**config.mk**
```make
export PLATFORM = sky130hd
export DESIGN_NAME = sb_loopback_fifo
export DESIGN_NICKNAME = d
export VERILOG_FILES = /design/src/rtl/sb_loopback_fifo_pkg.sv /design/src/rtl/sb_byte_xform.sv /design/src/rtl/sb_loopback_fifo.sv
export SDC_FILE = /design/constraint.sdc
export NUM_CORES = 1
export LEC_CHECK = 0
export ABC_AREA = 0
export CAP_MARGIN = 40
export CELL_PAD_IN_SITES_DETAIL_PLACEMENT = 0
export CELL_PAD_IN_SITES_GLOBAL_PLACEMENT = 2
export CORE_MARGIN = 2
export CORE_UTILIZATION = 38
export DETAILED_ROUTE_END_ITERATION = 7
export GPL_ROUTABILITY_DRIVEN = 0
export HOLD_SLACK_MARGIN = 0.03
export PLACE_DENSITY_LB_ADDON = 0.1
export RECOVER_POWER = 25
export SLEW_MARGIN = 10
export SYNTH_ARGS = -nofsm -noshare
export SYNTH_HDL_FRONTEND = slang
export SYNTH_SLANG_ARGS = --single-unit
```
**constraint.sdc**
```tcl
create_clock -name clk -period 8.78 [get_ports clk]
set_clock_uncertainty 0.05 [all_clocks]
set_input_delay 1.756 -clock clk [delete_from_list [all_inputs] [get_ports clk]]
set_output_delay 1.756 -clock clk [all_outputs]
set_load 0.1 [all_outputs]
```
**src/rtl/sb_loopback_fifo_pkg.sv**
```systemverilog
// Shared constants and the per-byte transform used by the loopback FIFO.
// Mode encodings select how each payload byte is rewritten on the write path.
package sb_loopback_fifo_pkg;

    localparam int SB_LB_MODE_PASS = 0;
    localparam int SB_LB_MODE_ADD  = 1;
    localparam int SB_LB_MODE_XOR  = 2;

    localparam int DEST_W = 32;

    // Unknown modes fall back to pass-through.
    function automatic logic [7:0] xform_byte(input logic [7:0] b, input int mode,
                                              input logic [7:0] operand);
        logic [7:0] r;
        case (mode)
            SB_LB_MODE_ADD: r = b + operand;
            SB_LB_MODE_XOR: r = b ^ operand;
            default:        r = b;
        endcase
        return r;
    endfunction

endpackage

```
**src/rtl/sb_byte_xform.sv**
```systemverilog
// Purely combinational per-byte transform; bytes are independent (no carry
// crosses a byte boundary).
module sb_byte_xform
    import sb_loopback_fifo_pkg::*;
#(
    parameter int         DW        = 256,
    parameter int         MODE      = 1,
    parameter logic [7:0] INCREMENT = 8'd1
) (
    input  logic [DW-1:0] din,
    output logic [DW-1:0] dout
);

    genvar i;
    generate
        for (i = 0; i < DW / 8; i++) begin : g_byte
            assign dout[8*i +: 8] = xform_byte(din[8*i +: 8], MODE, INCREMENT);
        end
    endgenerate

endmodule

```
**src/rtl/sb_loopback_fifo.sv**
```systemverilog
// Rate-decoupling echo endpoint: transforms incoming beats, buffers them in a
// DEPTH-entry FIFO and replays them with occupancy and packet-count visibility.
module sb_loopback_fifo
    import sb_loopback_fifo_pkg::*;
#(
    parameter int         DW        = 256,
    parameter int         DEPTH     = 4,
    parameter int         MODE      = 1,
    parameter logic [7:0] INCREMENT = 8'd1,
    parameter int         CW        = 32
) (
    input  logic                     clk,
    input  logic                     nreset,
    input  logic [DW-1:0]            in_data,
    input  logic [DEST_W-1:0]        in_dest,
    input  logic                     in_last,
    input  logic                     in_valid,
    output logic                     in_ready,
    output logic [DW-1:0]            out_data,
    output logic [DEST_W-1:0]        out_dest,
    output logic                     out_last,
    output logic                     out_valid,
    input  logic                     out_ready,
    output logic [$clog2(DEPTH):0]   level,
    output logic [CW-1:0]            pkt_count
);

    // Handshake: a beat moves when valid & ready are both high at a rising
    // edge; a source holds its beat stable until that happens.

    localparam int AW      = $clog2(DEPTH);
    localparam int PW      = AW + 1;
    localparam int ENTRY_W = DW + DEST_W + 1;

    logic [ENTRY_W-1:0] mem [DEPTH];
    logic [PW-1:0]      wr_ptr;
    logic [PW-1:0]      rd_ptr;
    logic               ready_en;
    logic [DW-1:0]      xdata;
    logic               full;
    logic               empty;
    logic               push;
    logic               pop;

    sb_byte_xform #(
        .DW        (DW),
        .MODE      (MODE),
        .INCREMENT (INCREMENT)
    ) u_xform (
        .din  (in_data),
        .dout (xdata)
    );

    // MSB of each pointer is the wrap bit that separates full from empty.
    assign full  = (wr_ptr[AW-1:0] == rd_ptr[AW-1:0]) && (wr_ptr[AW] != rd_ptr[AW]);
    assign empty = (wr_ptr == rd_ptr);

    // ready_en keeps in_ready low while held in reset without sampling nreset
    // combinationally; in_ready never depends on out_ready.
    assign in_ready  = ready_en && !full;
    assign out_valid = !empty;
    assign push      = in_valid && in_ready;
    assign pop       = out_valid && out_ready;
    assign level     = wr_ptr - rd_ptr;

    assign {out_data, out_dest, out_last} = mem[rd_ptr[AW-1:0]];

    always_ff @(posedge clk) begin
        if (push) begin
            mem[wr_ptr[AW-1:0]] <= {xdata, in_dest, in_last};
        end
    end

    always_ff @(posedge clk or negedge nreset) begin
        if (!nreset) begin
            wr_ptr    <= '0;
            rd_ptr    <= '0;
            ready_en  <= 1'b0;
            pkt_count <= '0;
        end else begin
            ready_en <= 1'b1;
            if (push) begin
                wr_ptr <= wr_ptr + 1'b1;
            end
            if (pop) begin
                rd_ptr <= rd_ptr + 1'b1;
                if (out_last) begin
                    pkt_count <= pkt_count + 1'b1;
                end
            end
        end
    end

endmodule

```
**Yosys cells after proc, flatten, opt, wreduce, memory -nomap -nowiden**

Memory sizes are Yosys's and may differ from the RTL's.
Index checks and enable logic that the tools add are counted.

- Input bits: 293
- RAM bits: 1156
- Register bits after elaboration: 39
- Memories kept: 1

Memories:

| name | words | bits a word | read ports | clocked after Yosys merged registers in | wr ports | RTL line | text |
|---|---|---|---|---|---|---|---|
| mem | 4 | 289 | 1 | 0 | 1 | sb_loopback_fifo.sv:35 | `logic [ENTRY_W-1:0] mem [DEPTH];` |

- Reductions and logical operators: 7
- Equality and inequality tests: 3
- Multiplexer cells: 2
- $add $sub $neg: 36

Operators with widths:

| cell | number |
|---|---|
| adder 8 x 1 -> 8 bit (second input constant) | 32 |
| adder 32 x 1 -> 32 bit (second input constant) | 1 |
| adder 3 x 1 -> 3 bit (second input constant) | 2 |
| logical AND 1 bit | 4 |
| == test 3 bit | 1 |
| subtractor 3 bit | 1 |
| == test 2 bit | 1 |
| logical NOT 1 bit | 2 |
| two-way mux 1 bit | 2 |
| AND reduction 2 bit | 1 |
| != test 1 bit | 1 |

**Depth between registers and ports, before layout**

- Word-level depth: 7
- Mapped depth: 10
- Mapped depth without buffers: 6

**By module**

A second synthesis with hierarchy kept.

- Cell total of the unflattened synthesis: 2171
- Area, all modules: 47016.3 um^2

Modules (own cells, without submodules):

| module | cells each | instances | sequential area each (um^2) | area each (um^2) |
|---|---|---|---|---|
| sb_loopback_fifo | 1677 | 1 | 35689.2 | 43474.2 |
| sb_byte_xform | 494 | 1 | 0.0 | 3542.1 |

**Worst setup path after synthesis**

No wires, ideal clock.

- Path type: register to register
- Start point: register rd_ptr[1]
- End point: memory mem[3][0] (netlist name) (enable)
- Stages on the path, launching flop included: 8
- Buffers on the path: 3
- Required time: 8040 ps
- Period minus slack after synthesis: 10459 ps
- Setup time: 690 ps
- Path slack: -1679 ps
- Data arrival time: 9719 ps
- Cells stage by stage: dfrtp_1 buf_2 buf_2 buf_2 inv_1 ha_1 a31oi_1 and3_1

- Cells in the longest elaborated chain, start to end: 7

RTL lines:

| what | RTL line | text |
|---|---|---|
| from (decl) | sb_loopback_fifo.sv:37 | `logic [PW-1:0] rd_ptr;` |
| from (signal assigned) | sb_loopback_fifo.sv:86 | `rd_ptr <= rd_ptr + 1'b1;` |
| == test 2 bit | sb_loopback_fifo.sv:55 | `assign full = (wr_ptr[AW-1:0] == rd_ptr[AW-1:0]) && (wr_ptr[AW] != rd_ptr[AW]);` |
| logical AND 1 bit | sb_loopback_fifo.sv:55 |  |
| logical NOT 1 bit | sb_loopback_fifo.sv:60 | `assign in_ready = ready_en && !full;` |
| logical AND 1 bit | sb_loopback_fifo.sv:60 |  |
| via in_ready | sb_loopback_fifo.sv:18 | `output logic in_ready,` |
| logical AND 1 bit | sb_loopback_fifo.sv:62 | `assign push = in_valid && in_ready;` |
| two-way mux 1 bit | sb_loopback_fifo.sv:69 | `if (push) begin` |
| two-way mux 1 bit (implied by the code) | sb_loopback_fifo.sv:70 | `mem[wr_ptr[AW-1:0]] <= {xdata, in_dest, in_last};` |
| to (decl) | sb_loopback_fifo.sv:35 |  |

The timed path passes the listed nets, and every way through them passes these cells.

**Worst setup path in the final report**

- Start point: register rd_ptr[1]
- End point: output port out_data[57]

- Cells in the longest elaborated chain, start to end: 1

RTL lines:

| what | RTL line | text |
|---|---|---|
| memory (4 x 289 bit) | -- |  |
| to (decl) | sb_loopback_fifo.sv:19 | `output logic [DW-1:0] out_data,` |

Every way passes these cells.

==> flow_summary.yaml <==
floorplanning:
  rows: 128
  io_pins: 619
  core_mm2: 0.122
  fp.dieH_um: 355
  die-area_mm2: 0.126
  dieWidth_um: 355
  initial_utilization_pct: 38.4
layout:
  areaGrowthSynthToFinish_pct: 43.1
  fin_nets: 3529
  fillers: 9166
  mostFrequentLayoutCells: "1156 x edfxtp_1, 552 x clkdlybuf4s50_1, 289 x mux4_2, 220 x buf_16, 156 x xnor2_1"
  final_common_cell: "edfxtp_1"
  drive_above_1_share_pct: 25.7
synth:
  ys_ff_latch: 1195
  synthTopCellsByArea: "edfxtp_1 74%, mux4_2 14%, xnor2_1 2.9%, dfrtp_1 2.1%, xor2_1 1.3%"
  postSynthAreaPerCell_um2: 21.7
  netlist.top_cell.by_area: "edfxtp_1"
  synthesis.area_mm2: 0.0469
  synthFlopType: "edfxtp_1"
  synthArstFlopShare_pct: 3.26
  syn_nets: 2496
  synth_top_area_share_pct: 74.0
  synth-edff-count: 1156
  synthCells: 2162
  ys_warn_count: 0
  ys_types: 33
  ys_seq_area_share_pct: 76.1
sta:
  fin_crit_sh_pct: 72.6
  fmax_mhz: 157
  setup_violations: 0
  worst_pin_slew_ps: 2050
  final_max_slew_viol_count: 74
  hold_viol: 0
  relSlewSlack_pct: -36.9
  tns_ps: 0
  rsz0062_at_grt: "false"
  min_period_ps: 6370
setup_path:
  rr_startpoint: "rd_ptr[1]$_DFFE_PN0P_"
  worst-path-max-fanout: 141
  ff2ff_setup_slack_ps: 3750
  cp.required_ps: 6970
  cp-start-kind: "register"
  r2r_cells: 6
  critPathCaptureType: "output pin"
  r2r_end: "mem[3][47]$_DFFE_PP_"
  path_class: "register to output pin"
  crit_arrival_ps: 4560
global_routing:
  grtUsageTotal_pct: 18.4
  first_global_vias: 26383
  grt_max_degree: 142
  gr-total-overflow: 0
  antenna_found_initial: 43
  grt_pass1_wl_um: 172000
flow_run:
  drv_cap: 2
clocking:
  clockBufferDepth: 3
  cts_tree: "built"
  post-cts-setup-buffers: 0
  cts_buffers: 135
  holdBufCountCts: 0
  cts.sinks: 1195
  ctsResizeCount: 0
  h-tree-depth: 4
  clkTransAtPathRegs_ps: 60
  cts-root-buf: "clkbuf_16"
  clock_latency_ps: 710
worst_hold_path:
  min-delay-start: "pkt_count[31]$_DFFE_PN0P_"
  holdPathEnd: "pkt_count[31]$_DFFE_PN0P_"
  min_path_type: "register to register"
  holdPathStages: 1
routing:
  detail_route.wl_per_cell_um: 23.4
  dr.pass1.iters: 7
  wl_met2_um: 59000
  drt_iter0_markers: 1560
  route.layer.met1.wl_um: 47000
  antenna_left: 0
  routed.top_layer: "met5"
  wl_um: 116000
  num_vias: 24711
  routed_via_density: 5.01
  drc: 0
  dr_wl_met3_um: 6740
place:
  port_buffers: 618
  dp_hpwl_um: 73900
outcome:
  failed_checks: "max-capacitance violations, max-slew violations"
  outcome: "finished with violations"
[cells in the mapped netlist (all sizes together), types with 2 or more instances]
cell type  number
edfxtp       1156
mux4          289
xnor2         156
nand3          92
xor2           73
nand2          59
buf            47
and3           41
inv            41
ha             40
dfrtp          39
nand4          38
nor2           25
clkbuf         19
and4           18
or2            13
nor4            5
mux2            2
nor3            2
[through the flow]
step | std cells | worst slack [ps] | hold WS [ps] | instance area, µm² | utilization, %
after detailed placement | 4683 | 3760 | 422 | 62800 | 51.4
after floorplan | 2162 | 1560 | 443 | 46900 | -
after CTS | 4921 | 2940 | 432 | 67100 | 54.9
after global placement | 4355 | 3360 | 410 | 55100 | 45.1
final | 4934 | 2410 | 434 | 67200 | 55.0
after global routing | 4929 | 2120 | 479 | 67100 | 54.9
[registers in the layout (all words and copies together), names as in the netlist]
register   cells
pkt_count     32
rd_ptr         3
mem         1156
wr_ptr         3
ready_en       1
[worst max-delay path, cell delays in order, from the launching register on]
cell	delay, ps
dfrtp_1	1630
buf_12	700
mux4_2	410
clkdlybuf4s50_1	640
buf_16	270
[metal layers]
layer / global-route usage [%] / vias up
li1: - / 10987
met3: 4.69 / 197
met5: 0 / -
met4: 5.64 / 38
met2: 30.9 / 690
met1: 23.3 / 12799
[how the worst max path moves through the flow]
| stage | to | slack [ps] | start |
|---|---|---|---|
| final | out_data[57] | 2410 | rd_ptr[1]$_DFFE_PN0P_ |
| after global routing | out_data[57] | 2120 | rd_ptr[1]$_DFFE_PN0P_ |
| after global placement | out_data[209] | 3360 | rd_ptr[0]$_DFFE_PN0P_ |
| after CTS | out_data[209] | 2940 | rd_ptr[0]$_DFFE_PN0P_ |
| after detailed placement | out_data[209] | 3760 | rd_ptr[0]$_DFFE_PN0P_ |
| after floorplan | mem[3][0]$_DFFE_PP_ | 1560 | rd_ptr[1]$_DFFE_PN0P_ |
[cell type report]
| type | count | area, µm² | area share, % |
|---|---|---|---|
| clock inverter | 73 | 752 | 1.12 |
| clock buffer | 165 | 3640 | 5.42 |
| sequential | 1195 | 35700 | 53.1 |
| inverter | 41 | 154 | 0.229 |
| multi-input combinational | 860 | 10700 | 16.0 |
| tap | 1625 | 2030 | 3.03 |
| antenna | 13 | 32.5 | 0.0484 |
| timing repair buffer | 962 | 14100 | 21.0 |
[cell families (layout without fill, tap and decap cells)]
group | count (synthesis) | in the layout | share of synthesized area, %
other cells | 1 | 14 | 0.00799
compound gates | 4 | 4 | 0.0907
mux | 291 | 291 | 13.9
flops | 1195 | 1195 | 76.1
xor+xnor | 229 | 229 | 4.29
fa+ha+maj | 41 | 41 | 1.11
simple gates | 294 | 294 | 3.40
buf+inv | 107 | 1241 | 1.11
Power is left out: the tool's default activity adds up to more than one toggle a clock period on the data nets, which glitch-free logic cannot reach.
